## config.mk

```make
export PLATFORM = sky130hd
export DESIGN_NAME = id_ex_fwd_stage
export DESIGN_NICKNAME = d
export VERILOG_FILES = /design/src/rtl/id_ex_fwd_stage.sv
export SDC_FILE = /design/constraint.sdc
export NUM_CORES = 1
export LEC_CHECK = 0
export CAP_MARGIN = 20
export CORE_MARGIN = 1.5
export CORE_UTILIZATION = 43
export DETAILED_ROUTE_END_ITERATION = 7
export PLACE_DENSITY = 0.95
export SETUP_SLACK_MARGIN = 0.3
export SLEW_MARGIN = 20
export SYNTH_ARGS = -nofsm -noshare
export SYNTH_HDL_FRONTEND = slang
export SYNTH_SLANG_ARGS = --single-unit
```

## constraint.sdc

```tcl
create_clock -name clk -period 6.2 [get_ports clk]
set_clock_uncertainty 0.1 [all_clocks]
set_input_delay 0.62 -clock clk [delete_from_list [all_inputs] [get_ports clk]]
set_output_delay 0.62 -clock clk [all_outputs]
set_load 0.01 [all_outputs]
```

## src/rtl/id_ex_fwd_stage.sv

```systemverilog
// ============================================================================
// Module   : id_ex_fwd_stage
// Function : ID/EX pipeline register with EX operand forwarding selects and
//            load-use stall / bubble insertion. Optional: BUBBLE_COUNT_EN.
// Revision : 1.0  initial release
// ============================================================================
`default_nettype none

module id_ex_fwd_stage #(
  parameter int DATA_W  = 32,
  parameter int REG_W   = 5,
  parameter int ALUOP_W = 4
) (
  input  logic               clk,
  input  logic               reset,

  input  logic               id_valid,
  input  logic [REG_W-1:0]   id_rs,
  input  logic [REG_W-1:0]   id_rt,
  input  logic [REG_W-1:0]   id_rd,
  input  logic               id_uses_rt,
  input  logic [DATA_W-1:0]  id_rs_data,
  input  logic [DATA_W-1:0]  id_rt_data,
  input  logic [DATA_W-1:0]  id_imm,
  input  logic               id_mem_read,
  input  logic               id_mem_write,
  input  logic               id_reg_write,
  input  logic               id_mem_to_reg,
  input  logic [ALUOP_W-1:0] id_alu_op,

  input  logic               flush,

  input  logic               exmem_reg_write,
  input  logic [REG_W-1:0]   exmem_rd,
  input  logic               memwb_reg_write,
  input  logic [REG_W-1:0]   memwb_rd,

  output logic               ex_valid,
  output logic [REG_W-1:0]   ex_rs,
  output logic [REG_W-1:0]   ex_rt,
  output logic [REG_W-1:0]   ex_rd,
  output logic [DATA_W-1:0]  ex_rs_data,
  output logic [DATA_W-1:0]  ex_rt_data,
  output logic [DATA_W-1:0]  ex_imm,
  output logic               ex_mem_read,
  output logic               ex_mem_write,
  output logic               ex_reg_write,
  output logic               ex_mem_to_reg,
  output logic [ALUOP_W-1:0] ex_alu_op,

  output logic [1:0]         fwd_sel_a,
  output logic [1:0]         fwd_sel_b,
  output logic               stall
`ifdef BUBBLE_COUNT_EN
  ,
  output logic [31:0]        bubble_count
`endif
);

  localparam logic [1:0] SEL_RF    = 2'b00;
  localparam logic [1:0] SEL_EXMEM = 2'b01;
  localparam logic [1:0] SEL_MEMWB = 2'b10;

  logic hazard;
  logic bubble;
  logic ctrl_en;

  // Load in EX whose destination is consumed by the instruction now in ID.
  always_comb begin
    hazard = id_valid & ex_valid & ex_mem_read & (ex_rd != '0)
           & ((ex_rd == id_rs) | (id_uses_rt & (ex_rd == id_rt)));
  end

  assign stall   = hazard & ~flush;
  assign bubble  = flush | hazard;
  assign ctrl_en = id_valid;

  always_ff @(posedge clk or posedge reset) begin
    if (reset) begin
      ex_valid      <= 1'b0;
      ex_rs         <= '0;
      ex_rt         <= '0;
      ex_rd         <= '0;
      ex_rs_data    <= '0;
      ex_rt_data    <= '0;
      ex_imm        <= '0;
      ex_mem_read   <= 1'b0;
      ex_mem_write  <= 1'b0;
      ex_reg_write  <= 1'b0;
      ex_mem_to_reg <= 1'b0;
      ex_alu_op     <= '0;
    end else if (bubble) begin
      ex_valid      <= 1'b0;
      ex_rs         <= '0;
      ex_rt         <= '0;
      ex_rd         <= '0;
      ex_rs_data    <= '0;
      ex_rt_data    <= '0;
      ex_imm        <= '0;
      ex_mem_read   <= 1'b0;
      ex_mem_write  <= 1'b0;
      ex_reg_write  <= 1'b0;
      ex_mem_to_reg <= 1'b0;
      ex_alu_op     <= '0;
    end else begin
      ex_valid      <= id_valid;
      ex_rs         <= id_rs;
      ex_rt         <= id_rt;
      ex_rd         <= id_rd;
      ex_rs_data    <= id_rs_data;
      ex_rt_data    <= id_rt_data;
      ex_imm        <= id_imm;
      // An empty ID slot must never carry side effects into EX.
      ex_mem_read   <= id_mem_read   & ctrl_en;
      ex_mem_write  <= id_mem_write  & ctrl_en;
      ex_reg_write  <= id_reg_write  & ctrl_en;
      ex_mem_to_reg <= id_mem_to_reg & ctrl_en;
      ex_alu_op     <= ctrl_en ? id_alu_op : '0;
    end
  end

  function automatic logic [1:0] fwd_select(input logic [REG_W-1:0] src);
    logic [1:0] sel;
    sel = SEL_RF;
    if (exmem_reg_write && (exmem_rd != '0) && (exmem_rd == src))
      sel = SEL_EXMEM;
    else if (memwb_reg_write && (memwb_rd != '0) && (memwb_rd == src))
      sel = SEL_MEMWB;
    return sel;
  endfunction

  always_comb begin
    fwd_sel_a = SEL_RF;
    fwd_sel_b = SEL_RF;
    if (ex_valid) begin
      fwd_sel_a = fwd_select(ex_rs);
      fwd_sel_b = fwd_select(ex_rt);
    end
  end

`ifdef BUBBLE_COUNT_EN
  always_ff @(posedge clk or posedge reset) begin
    if (reset)
      bubble_count <= 32'd0;
    else if (bubble)
      bubble_count <= bubble_count + 32'd1;
  end
`endif

endmodule

`default_nettype wire

```

# Yosys cells after proc, flatten, opt, wreduce, memory -nomap -nowiden
# Cells that the tools add are included.
[totals]
out_inout_bits = 125
inputBits = 136
wordCells = 59
regBits = 120
[op_classes]
n_reduce_logical = 9
n_mux = 19
bitwise_logic = 13
n_eq_ne = 6
[ops]
columns = ["operator", "n"]
rows = [
  ["$mux 32", 3],
  ["$eq 5x5->1", 6],
  ["$mux 5", 3],
  ["$reduce_bool 5->1", 3],
  ["$mux 2", 6],
  ["$and 1x1->1", 10],
  ["$mux 4", 2],
  ["$logic_and 1x1->1", 6],
  ["$mux 1", 5],
  ["$or 1x1->1", 2],
  ["$not 1->1", 1],
]

# Longest topological paths before layout
# Gate-level depths: netlist of run 1.
[depth]
depth_word = 6
ltp_mapped = 6
mapped_depth_nobuf = 4

# Least setup slack after synthesis of run 1
# OpenSTA, ideal clock, no wires.
[synth_path]
kind = "input -> output"
from = "input exmem_rd[1]"
to = "output fwd_sel_a[1]"
arrival_ns = 1.721
slack_ns = 3.759
path_stages = 4
n_path_buf = 0
required_ns = 5.480
path_cell_list = "or4_1 > o21ai_2 > nor4_1 > nor4_2"
[synth_via]
elab_chain_cells = 5
elab_cells_between_ends = 6
cone_classes = "eq/ne: 1; mux: 2; reduce/logical: 3"
[synth_lines]
columns = ["item", "line", "rtl"]
rows = [
  ["from (decl)", "34", "input logic [REG_W-1:0] exmem_rd,"],
  ["$reduce_bool 5->1", "125", "if (exmem_reg_write && (exmem_rd != '0) && (exmem_rd == src))"],
  ["$logic_and 1x1->1", "125", ""],
  ["$logic_and 1x1->1 *", "125", ""],
  ["$mux 2 *", "125", ""],
  ["$mux 2 *", "135", "if (ex_valid) begin"],
  ["to (decl)", "51", "output logic [1:0] fwd_sel_a,"],
]
# Mark *: on every way between the ends. The rest lies on a longest branch, timed or not.

# Worst setup path in the final report of run 1
[layout_path]
from = "input exmem_rd[4]"
to = "output fwd_sel_b[1]"
[layout_via]
elab_chain_cells = 5
elab_cells_between_ends = 6
cone_classes = "eq/ne: 1; mux: 2; reduce/logical: 3"
[layout_lines]
columns = ["item", "line", "rtl"]
rows = [
  ["$reduce_bool 5->1", "125", ""],
  ["$logic_and 1x1->1", "125", ""],
  ["$logic_and 1x1->1 *", "125", ""],
  ["$mux 2 *", "125", ""],
  ["$mux 2 *", "135", ""],
  ["to (decl)", "52", "output logic [1:0] fwd_sel_b,"],
]
# Marks and branches as above.

==> results of run 1 <==
power by group:
group          switching [mW]  total, mW  leakage (nW)  internal, mW
Clock                   0.331      0.998         0.294         0.667
Combinational           0.125      0.307          1.68         0.182
Sequential             0.0178      0.841          1.55         0.823
Total                   0.474       2.15          3.53          1.67
cell families after synthesis:
kind of cell | Yosys count | synth area share
AOI/OAI and AO/OA | 124 | 0.1280
xor gates and xnor gates | 30 | 0.05334
buffers and inverters | 40 | 0.03353
DFF | 120 | 0.6096
and+or+nand+nor | 140 | 0.1755
cell type report:
class,count,share of cell area
clock buffer,22,0.05900
timing repair buffer,264,0.3211
tap,140,0.02134
inverter,1,0.0007623
multi-input combinational,294,0.2173
clock inverter,8,0.01464
sequential,120,0.3659
per-layer routing:
| metal | part of all wire | vias to the layer above | GRT usage |
|---|---|---|---|
| li1 | - | 1985 | - |
| met1 | 0.36 | 2002 | 0.2532 |
| met2 | 0.52 | 193 | 0.4326 |
| met3 | 0.090 | 36 | 0.09347 |
| met4 | 0.032 | 0 | 0.1206 |
| met5 | 0 | - | 0 |
cells in the final DEF, fill, tap and decap left out:
cell type / n
sky130_fd_sc_hd__a21boi_0: 1
sky130_fd_sc_hd__a21oi_1: 119
sky130_fd_sc_hd__a21oi_4: 1
sky130_fd_sc_hd__and2_2: 2
sky130_fd_sc_hd__and3b_1: 1
sky130_fd_sc_hd__buf_2: 1
sky130_fd_sc_hd__buf_4: 2
sky130_fd_sc_hd__buf_6: 2
sky130_fd_sc_hd__bufinv_16: 3
sky130_fd_sc_hd__clkbuf_1: 1
sky130_fd_sc_hd__clkbuf_16: 17
sky130_fd_sc_hd__clkbuf_8: 4
sky130_fd_sc_hd__clkdlybuf4s50_1: 259
sky130_fd_sc_hd__clkinv_2: 3
sky130_fd_sc_hd__clkinvlp_4: 2
sky130_fd_sc_hd__dfrtp_1: 120
sky130_fd_sc_hd__inv_4: 1
sky130_fd_sc_hd__nand2_1: 10
sky130_fd_sc_hd__nand2b_1: 111
sky130_fd_sc_hd__nand3_1: 4
sky130_fd_sc_hd__nand4_1: 1
sky130_fd_sc_hd__nor2_1: 1
sky130_fd_sc_hd__nor2b_1: 1
sky130_fd_sc_hd__nor3_1: 1
sky130_fd_sc_hd__nor4_1: 2
sky130_fd_sc_hd__nor4_2: 2
sky130_fd_sc_hd__o211ai_1: 1
sky130_fd_sc_hd__o21ai_2: 1
sky130_fd_sc_hd__o22ai_4: 1
sky130_fd_sc_hd__or4_1: 4
sky130_fd_sc_hd__xnor2_1: 16
sky130_fd_sc_hd__xor2_1: 14
how the worst max path moves through the flow:
stage,endpoint,slack [ns],depth (start not counted)
3_3_place_gp,fwd_sel_a[1],2.80,6
4_1_cts,fwd_sel_b[1],2.71,6
2_1_floorplan,ex_alu_op[0]$_DFF_PP0_,2.29,1
3_5_place_dp,fwd_sel_b[1],2.70,6
5_1_grt,fwd_sel_a[1],2.63,6
6_report,fwd_sel_b[1],2.69,6
==> impl_metrics.tcl, run 1 <==
set metrics [dict create \
    core-area_um2 10980 \
    standard_cell_with_the_maximum_stage_delay_on_the_critical_path "sky130_fd_sc_hd__clkdlybuf4s50_1" \
    layout.core_utilization 0.7472 \
    grt_pass1_wl_mm 21.95 \
    reg.largest.list "ex_imm x32, ex_rs_data x32, ex_rt_data x32" \
    ctsRootBufferMaster "sky130_fd_sc_hd__clkbuf_16" \
    crit_path_start_kind "primary input" \
    post-synth-top-area-cell "sky130_fd_sc_hd__dfrtp_1" \
    power_density_nw_per_um2 261.6 \
    via_per_inst 4.966 \
    synthDistinctLibCells 24 \
    cp_data_arrival_time_ns 2.79 \
    maxClockFrequency_mhz 284.6 \
    remaining_drc_errors 0 \
    layout-area-overhead-vs-synth_pct 66.60 \
    start_util 0.4485 \
    post_synthesis_mean_instance_area_um2 10.85 \
    worst_max_slew_margin_expressed_relative_to_the_limit 0.4098 \
    h_tree_levels 4 \
    post_cts_hold_buffer_count 0 \
    clock_insertion_delay_worst_skew_ns 0.40 \
    die_h_um 110.0 \
    cpMostUsedCell "sky130_fd_sc_hd__clkdlybuf4s50_1" \
    multi_input_area_um2 1783 \
    routed_wirelength_normalized_by_instance_count_um 17.08 \
    grtUsageTotal 0.2446 \
    netlist_instances 454 \
    grt_start_max_net_pins 121 \
    min-delay-path-class "in2async" \
    antenna_found_initial 0 \
    detailedRoute.firstPassIterationCount 4 \
    layout.cell_area.non_filler_um2 8207 \
    cp.required_ns 5.48 \
    cts.reportedPaths.clkPinSlew_ns 0.05 \
    placement.cell_area_um2 7595 \
    ir_worst_vdd_mv 0.1473 \
    yosys_warnings 0 \
    ordered_cell_list_for_the_critical_path "clkdlybuf4s50_1 > or4_1 > o21ai_2 > nor4_1 > nor4_2 > clkdlybuf4s50_1" \
    cpPeakStageDelay_ns 0.58 \
    worstRegToRegCells 5 \
    fin_hold_ws_ns 0.5741 \
    final-max-slew-violation-count 0 \
    power_leakage_nw 3.527 \
    outcome "complete, no violations" \
    critPathTopFamily "buffers and inverters" \
    io_pins 261 \
    totalNegativeSetupSlack_ns 0 \
    synthDominantCellAreaShare 0.6096 \
    cts_buffer_depth 2 \
    maxCapViolCount 0 \
    grt_overflow 0 \
    yosys_most_used_dff "sky130_fd_sc_hd__dfrtp_1" \
    crit-reg2reg-launch "ex_rd[2]$_DFF_PP0_" \
    edff_count_synth 0 \
    timing_worst_setup_path_type "in2out" \
    finalHoldViolCount 0 \
    timing.final.ws_setup_ns 2.686 \
    layout_worst_path_cycle_share 0.5667 \
    fillers 711 \
    ys_seq_area_frac 0.6096 \
    worst-slew-pin-transition_ns 0.8853 \
    postRouteAntennaNets 0 \
    post-layout-total-power_mw 2.146 \
    drive_above_1_share 0.05924 \
    syn-num-nets 590 \
    antennaDiodeCount 0 \
    async_reset_ff_frac 1.000 \
    ctsResizeCount 0 \
    post_synth_main_area_contributors "sky130_fd_sc_hd__dfrtp_1, sky130_fd_sc_hd__nand2b_1, sky130_fd_sc_hd__a21oi_1, sky130_fd_sc_hd__xnor2_1, sky130_fd_sc_hd__xor2_1" \
    dpl.hpwl_mm 9.720 \
    sequential_cell_area_um2 3003 \
    ys_ff_latch 120 \
    critPathBufInv 2 \
    tritoncts "done" \
    critPathMaxFanout 3 \
    synth.cell_area_um2 4926 \
    rsz0062_at_grt "no" \
    post_cts_buffers 0 \
    design.die.area_um2 12110 \
    cts_made_buffers 17 \
    dr.first_iter.drc_count 238 \
    kind_of_capture_point_of_the_worst_setup_path "output port" \
    port_buffers 260 \
    routed_wl_mm 14.50 \
    dpl_worst_slack_ns 2.704 \
    final_setup_violation_count 0 \
    total_number_of_clock_tree_sinks 120 \
    die_x_um 110.0 \
    routabilityCongestion 0.7341 \
    r2r-end "ex_imm[13]$_DFF_PP0_" \
    cell_count_final_fillers_out 849 \
    worst_setup_path_startpoint "exmem_rd[4]" \
    dr_total_vias 4216 \
    dp_cells 819 \
    ff2ff_setup_slack_ns 3.99 \
    synthTopCellsByCount "sky130_fd_sc_hd__a21oi_1, sky130_fd_sc_hd__dfrtp_1, sky130_fd_sc_hd__nand2b_1" \
    num-nets-final 834 \
    finalCriticalPeriod_ns 3.514 \
    fp-row-count 38 \
    number_of_global_route_vias_before_repair 4325 \
]
Power figures use the tool's default switching activity.
==> inputs of run 2 (changes only) <==
Settings changed: CORE_UTILIZATION 43 to 36, PLACE_DENSITY 0.95 to 0.85.
Clock period 6.2 ns to 3.2 ns, I/O delays scaled along.
==> impl_metrics.tcl, run 2 (synthesis results as in run 1) <==
set metrics [dict create \
    outcome "complete, no violations" \
    design.die.area_um2 14390 \
    clock_insertion_delay_worst_skew_ns 0.40 \
    critPathTopFamily "buffers and inverters" \
    postRouteAntennaNets 0 \
    finalHoldViolCount 0 \
    min-delay-path-class "in2reg" \
    worstHoldStart "flush" \
    post_cts_hold_buffer_count 0 \
    antenna_found_initial 1 \
    grt_pass1_wl_mm 22.82 \
    maxCapViolCount 0 \
    worst-slew-pin-transition_ns 0.8580 \
    holdPathStages 3 \
    grt_overflow 0 \
    reg.largest.list "ex_imm x32, ex_rs_data x32, ex_rt_data x32" \
    cts_made_buffers 17 \
    rsz0062_at_grt "no" \
    die_x_um 120.0 \
    layout-area-overhead-vs-synth_pct 69.27 \
    cts_buffer_depth 2 \
    maxClockFrequency_mhz 362.0 \
    die_h_um 120.0 \
    timing_worst_setup_path_type "in2out" \
    dr.first_iter.drc_count 174 \
    cts.reportedPaths.clkPinSlew_ns 0.06 \
    number_of_global_route_vias_before_repair 4491 \
    dpl_worst_slack_ns 0.2551 \
    most-common-layout-cells "sky130_fd_sc_hd__clkdlybuf4s50_1, sky130_fd_sc_hd__dfrtp_1, sky130_fd_sc_hd__a21oi_1" \
    timing.final.ws_setup_ns 0.4375 \
    io_pins 261 \
    crit_path_start_kind "primary input" \
    grtUsageTotal 0.2057 \
    min_delay_worst_endpoint "ex_imm[14]$_DFF_PP0_" \
    critPathBufInv 2 \
    core-area_um2 13300 \
    routed_wl_mm 14.41 \
    detailedRoute.firstPassIterationCount 4 \
    dpl.hpwl_mm 10.08 \
    worstRegToRegCells 5 \
    total_number_of_clock_tree_sinks 120 \
    remaining_drc_errors 0 \
    power_leakage_nw 3.578 \
    port_buffers 260 \
    kind_of_capture_point_of_the_worst_setup_path "output port" \
    post_cts_buffers 0 \
    routed_wirelength_normalized_by_instance_count_um 16.19 \
    cpMostUsedCell "sky130_fd_sc_hd__clkdlybuf4s50_1" \
    ordered_cell_list_for_the_critical_path "clkdlybuf4s50_1 > xnor2_1 > nand3_1 > nor4_1 > and2_2 > clkdlybuf4s50_1" \
    fp-row-count 42 \
    worst_max_slew_margin_expressed_relative_to_the_limit 0.4268 \
    r2r-end "ex_rt_data[18]$_DFF_PP0_" \
    crit-reg2reg-launch "ex_rd[2]$_DFF_PP0_" \
    final_common_cell "sky130_fd_sc_hd__clkdlybuf4s50_1" \
    h_tree_levels 4 \
    fin_hold_ws_ns 0.3125 \
    standard_cell_with_the_maximum_stage_delay_on_the_critical_path "sky130_fd_sc_hd__clkdlybuf4s50_1" \
    power_density_nw_per_um2 507.9 \
    cp.required_ns 2.78 \
    ff2ff_setup_slack_ns 1.27 \
    num-nets-final 836 \
    layout_worst_path_cycle_share 0.8633 \
    grt_start_max_net_pins 121 \
    start_util 0.3705 \
    drive_above_1_share 0.06592 \
    placement.cell_area_um2 7706 \
    cpPeakStageDelay_ns 0.57 \
    finalCriticalPeriod_ns 2.762 \
    tritoncts "done" \
    final_setup_violation_count 0 \
    dr_total_vias 4267 \
    ctsRootBufferMaster "sky130_fd_sc_hd__clkbuf_16" \
    via_per_inst 4.794 \
    routabilityCongestion 0.8707 \
    ir_worst_vdd_mv 0.4964 \
    critPathMaxFanout 3 \
    final-max-slew-violation-count 0 \
    layout.cell_area.non_filler_um2 8338 \
    cp_data_arrival_time_ns 2.34 \
    totalNegativeSetupSlack_ns 0 \
]
## run 2: cell type report
cell class                 instances  area [µm²]
fill                            1020        4957
sequential                       120        3003
timing repair buffer             266        2694
multi-input combinational        294        1783
clock buffer                      17       425.4
tap                              176       220.2
clock inverter                    15       202.7
inverter                           1       7.507
antenna                            1       2.502
## run 2: repair_timing
action                                  CTS  global route
resized for setup                         1             1
pin swaps                                 0             0
endpoints found under the setup margin    1             1
## run 2: where the power goes
part           total [mW]  switching (mW)  internal [mW]  leakage, nW
combinational       0.601           0.242          0.359         1.72
sequential           1.63          0.0344           1.59         1.55
clock                2.01           0.700           1.31        0.303
total                4.23           0.977           3.26         3.58
## run 2: worst max path at each step
stage / end / start / cells past startpoint
finish: fwd_sel_a[0] / exmem_rd[0] / 6
detailed placement: fwd_sel_a[1] / exmem_rd[4] / 6
CTS: fwd_sel_b[1] / exmem_rd[4] / 6
global placement: fwd_sel_a[1] / exmem_rd[1] / 6
global route: fwd_sel_b[0] / ex_rt[4]$_DFF_PP0_ / 5
floorplan: ex_alu_op[0]$_DFF_PP0_ / reset / 1
## run 2: worst min-delay path: stages
cell and delay (ns):
sky130_fd_sc_hd__buf_2 0.27, sky130_fd_sc_hd__nand2b_1 0.15, sky130_fd_sc_hd__a21oi_1 0.04
## run 2: metal layers
layer	global-route usage	up-vias	part of all wire
met5	0	-	0
met4	0.1109	0	0.032
met3	0.07652	39	0.088
met2	0.3507	203	0.51
met1	0.2210	2035	0.37
li1	-	1990	-
## run 2: stage by stage
| stage | total power, mW | instances | utilization |
|---|---|---|---|
| global placement | 2.241 | 857 | 0.5796 |
| CTS | 4.286 | 889 | 0.6268 |
| global route | 4.405 | 890 | 0.6271 |
| finish | 4.235 | 890 | 0.6271 |
| floorplan | 1.868 | 454 | - |
| detailed placement | 2.259 | 857 | 0.5796 |
==> inputs of run 3 (changes only) <==
Settings changed: CORE_MARGIN 1.5 to unset.
==> impl_metrics.tcl, run 3 (synthesis results as in run 1) <==
set metrics [dict create \
    ctsRootBufferMaster "sky130_fd_sc_hd__clkbuf_16" \
    cts_made_buffers 17 \
    critPathBufInv 2 \
    worst-slew-pin-transition_ns 0.8527 \
    outcome "complete, no violations" \
    core-area_um2 13300 \
    cpPeakStageDelay_ns 0.54 \
    tritoncts "done" \
    antennaDiodeCount 0 \
    layout-area-overhead-vs-synth_pct 69.16 \
    reg.largest.list "ex_imm x32, ex_rs_data x32, ex_rt_data x32" \
    antenna_found_initial 0 \
    worst_max_slew_margin_expressed_relative_to_the_limit 0.4315 \
    number_of_global_route_vias_before_repair 4474 \
    worst_setup_path_startpoint "exmem_rd[0]" \
    final_setup_violation_count 0 \
    totalNegativeSetupSlack_ns 0 \
    io_pins 261 \
    grtUsageTotal 0.2114 \
    ir_worst_vdd_mv 0.4194 \
    post-layout-total-power_mw 4.288 \
    dr.first_iter.drc_count 153 \
    rsz0062_at_grt "no" \
    kind_of_capture_point_of_the_worst_setup_path "output port" \
    layout_worst_path_cycle_share 0.8526 \
    remaining_drc_errors 0 \
    final-max-slew-violation-count 0 \
    h_tree_levels 4 \
    post_cts_buffers 0 \
    grt_pass1_wl_mm 22.95 \
    via_per_inst 4.771 \
    design.die.area_um2 14160 \
    start_util 0.3705 \
    final_common_cell "sky130_fd_sc_hd__clkdlybuf4s50_1" \
    fp-row-count 42 \
    maxCapViolCount 0 \
    critPathTopFamily "buffers and inverters" \
    cp_data_arrival_time_ns 2.31 \
    critPathMaxFanout 3 \
    port_buffers 260 \
    power_density_nw_per_um2 514.6 \
    routabilityCongestion 0.9734 \
    finalCriticalPeriod_ns 2.728 \
    dpl.hpwl_mm 9.810 \
    cts.reportedPaths.clkPinSlew_ns 0.05 \
    min-delay-path-class "in2async" \
    cp.required_ns 2.78 \
    die_h_um 119.0 \
    ordered_cell_list_for_the_critical_path "clkdlybuf4s50_1 > xnor2_1 > nand3_1 > nor4_1 > and2_2 > clkdlybuf4s50_1" \
    timing_worst_setup_path_type "in2out" \
    clock_insertion_delay_worst_skew_ns 0.41 \
    crit-reg2reg-launch "ex_valid$_DFF_PP0_" \
    fillers 1040 \
    grt_overflow 0 \
    detailedRoute.firstPassIterationCount 4 \
    routed_wirelength_normalized_by_instance_count_um 16.26 \
    num-nets-final 835 \
    standard_cell_with_the_maximum_stage_delay_on_the_critical_path "sky130_fd_sc_hd__clkdlybuf4s50_1" \
    maxClockFrequency_mhz 366.5 \
    total_number_of_clock_tree_sinks 120 \
    grt_start_max_net_pins 121 \
    routed_wl_mm 14.44 \
    power_leakage_nw 3.590 \
    dr_total_vias 4237 \
    crit_path_start_kind "primary input" \
    most-common-layout-cells "sky130_fd_sc_hd__clkdlybuf4s50_1, sky130_fd_sc_hd__dfrtp_1, sky130_fd_sc_hd__a21oi_1" \
    cpMostUsedCell "sky130_fd_sc_hd__clkdlybuf4s50_1" \
    die_x_um 119.0 \
    drive_above_1_share 0.06320 \
    postRouteAntennaNets 0 \
    cts_buffer_depth 2 \
    finalHoldViolCount 0 \
]
==> run 3: final cells by class <==
cell class	instances	area (µm²)	share of cell area
clock buffer	22	484.2	0.05811
tap	176	220.2	0.02643
inverter	1	7.507	0.0009009
timing repair buffer	265	2669	0.3203
clock inverter	10	166.4	0.01997
multi-input combinational	294	1783	0.2140
sequential	120	3003	0.3604
==> run 3: worst register-to-register path: cells and delay by family (launching register included) <==
| kind | cells | cell delay, ns |
|---|---|---|
| AOI/OAI and AO/OA | 2 | 0.43 |
| buffers and inverters | 1 | 0.64 |
| DFF | 1 | 0.42 |
| and+or+nand+nor | 1 | 0.18 |
==> run 3: timing repair <==
item                                    4_1_cts  5_1_grt
endpoints found under the setup margin        0        2
hold buffers                                  0        0
resized for setup                             0        2
==> run 3: path summary, 6_finish.rpt <==
| kind | endpoint | slack (ns) | depth (start not counted) |
|---|---|---|---|
| worst min-delay path | ex_rs[0]$_DFF_PP0_ | 0.27 | 3 |
| max in group asynchronous | ex_rd[0]$_DFF_PP0_ | 2.14 | 3 |
| worst max register to register | ex_rs_data[24]$_DFF_PP0_ | 1.28 | 4 |
| min in group clk | ex_rt_data[2]$_DFF_PP0_ | 0.33 | 3 |
| worst max-delay path | fwd_sel_a[0] | 0.47 | 6 |
| worst min register to register | ex_rs[3]$_DFF_PP0_ | 1.09 | 4 |
==> run 3: metal layers <==
layer  global-route usage  vias up  share of wire
met5                    0        -              0
met4              0.09335        0          0.022
met3              0.08142       28          0.083
met2               0.3692      180           0.52
met1               0.2259     2046           0.38
li1                     -     1983              -
==> run 3: per-stage QoR <==
step	worst slack, ns	hold WS, ns	std cells	instance area (µm²)	util
after floorplan	1.311	0.3302	454	4930	-
after global placement	0.3825	0.7571	856	7674	0.5772
after detailed placement	0.3305	0.7593	856	7674	0.5772
after CTS	0.3259	0.3254	888	8324	0.6261
after global routing	0.3373	0.3357	888	8333	0.6268
final	0.4717	0.2662	888	8333	0.6268
==> run 3: where the power goes <==
part / internal, mW / switching [mW] / leakage, nW
registers: 1.59 / 0.0339 / 1.55
clock network: 1.39 / 0.673 / 0.313
logic: 0.356 / 0.242 / 1.73
total: 3.34 / 0.949 / 3.59
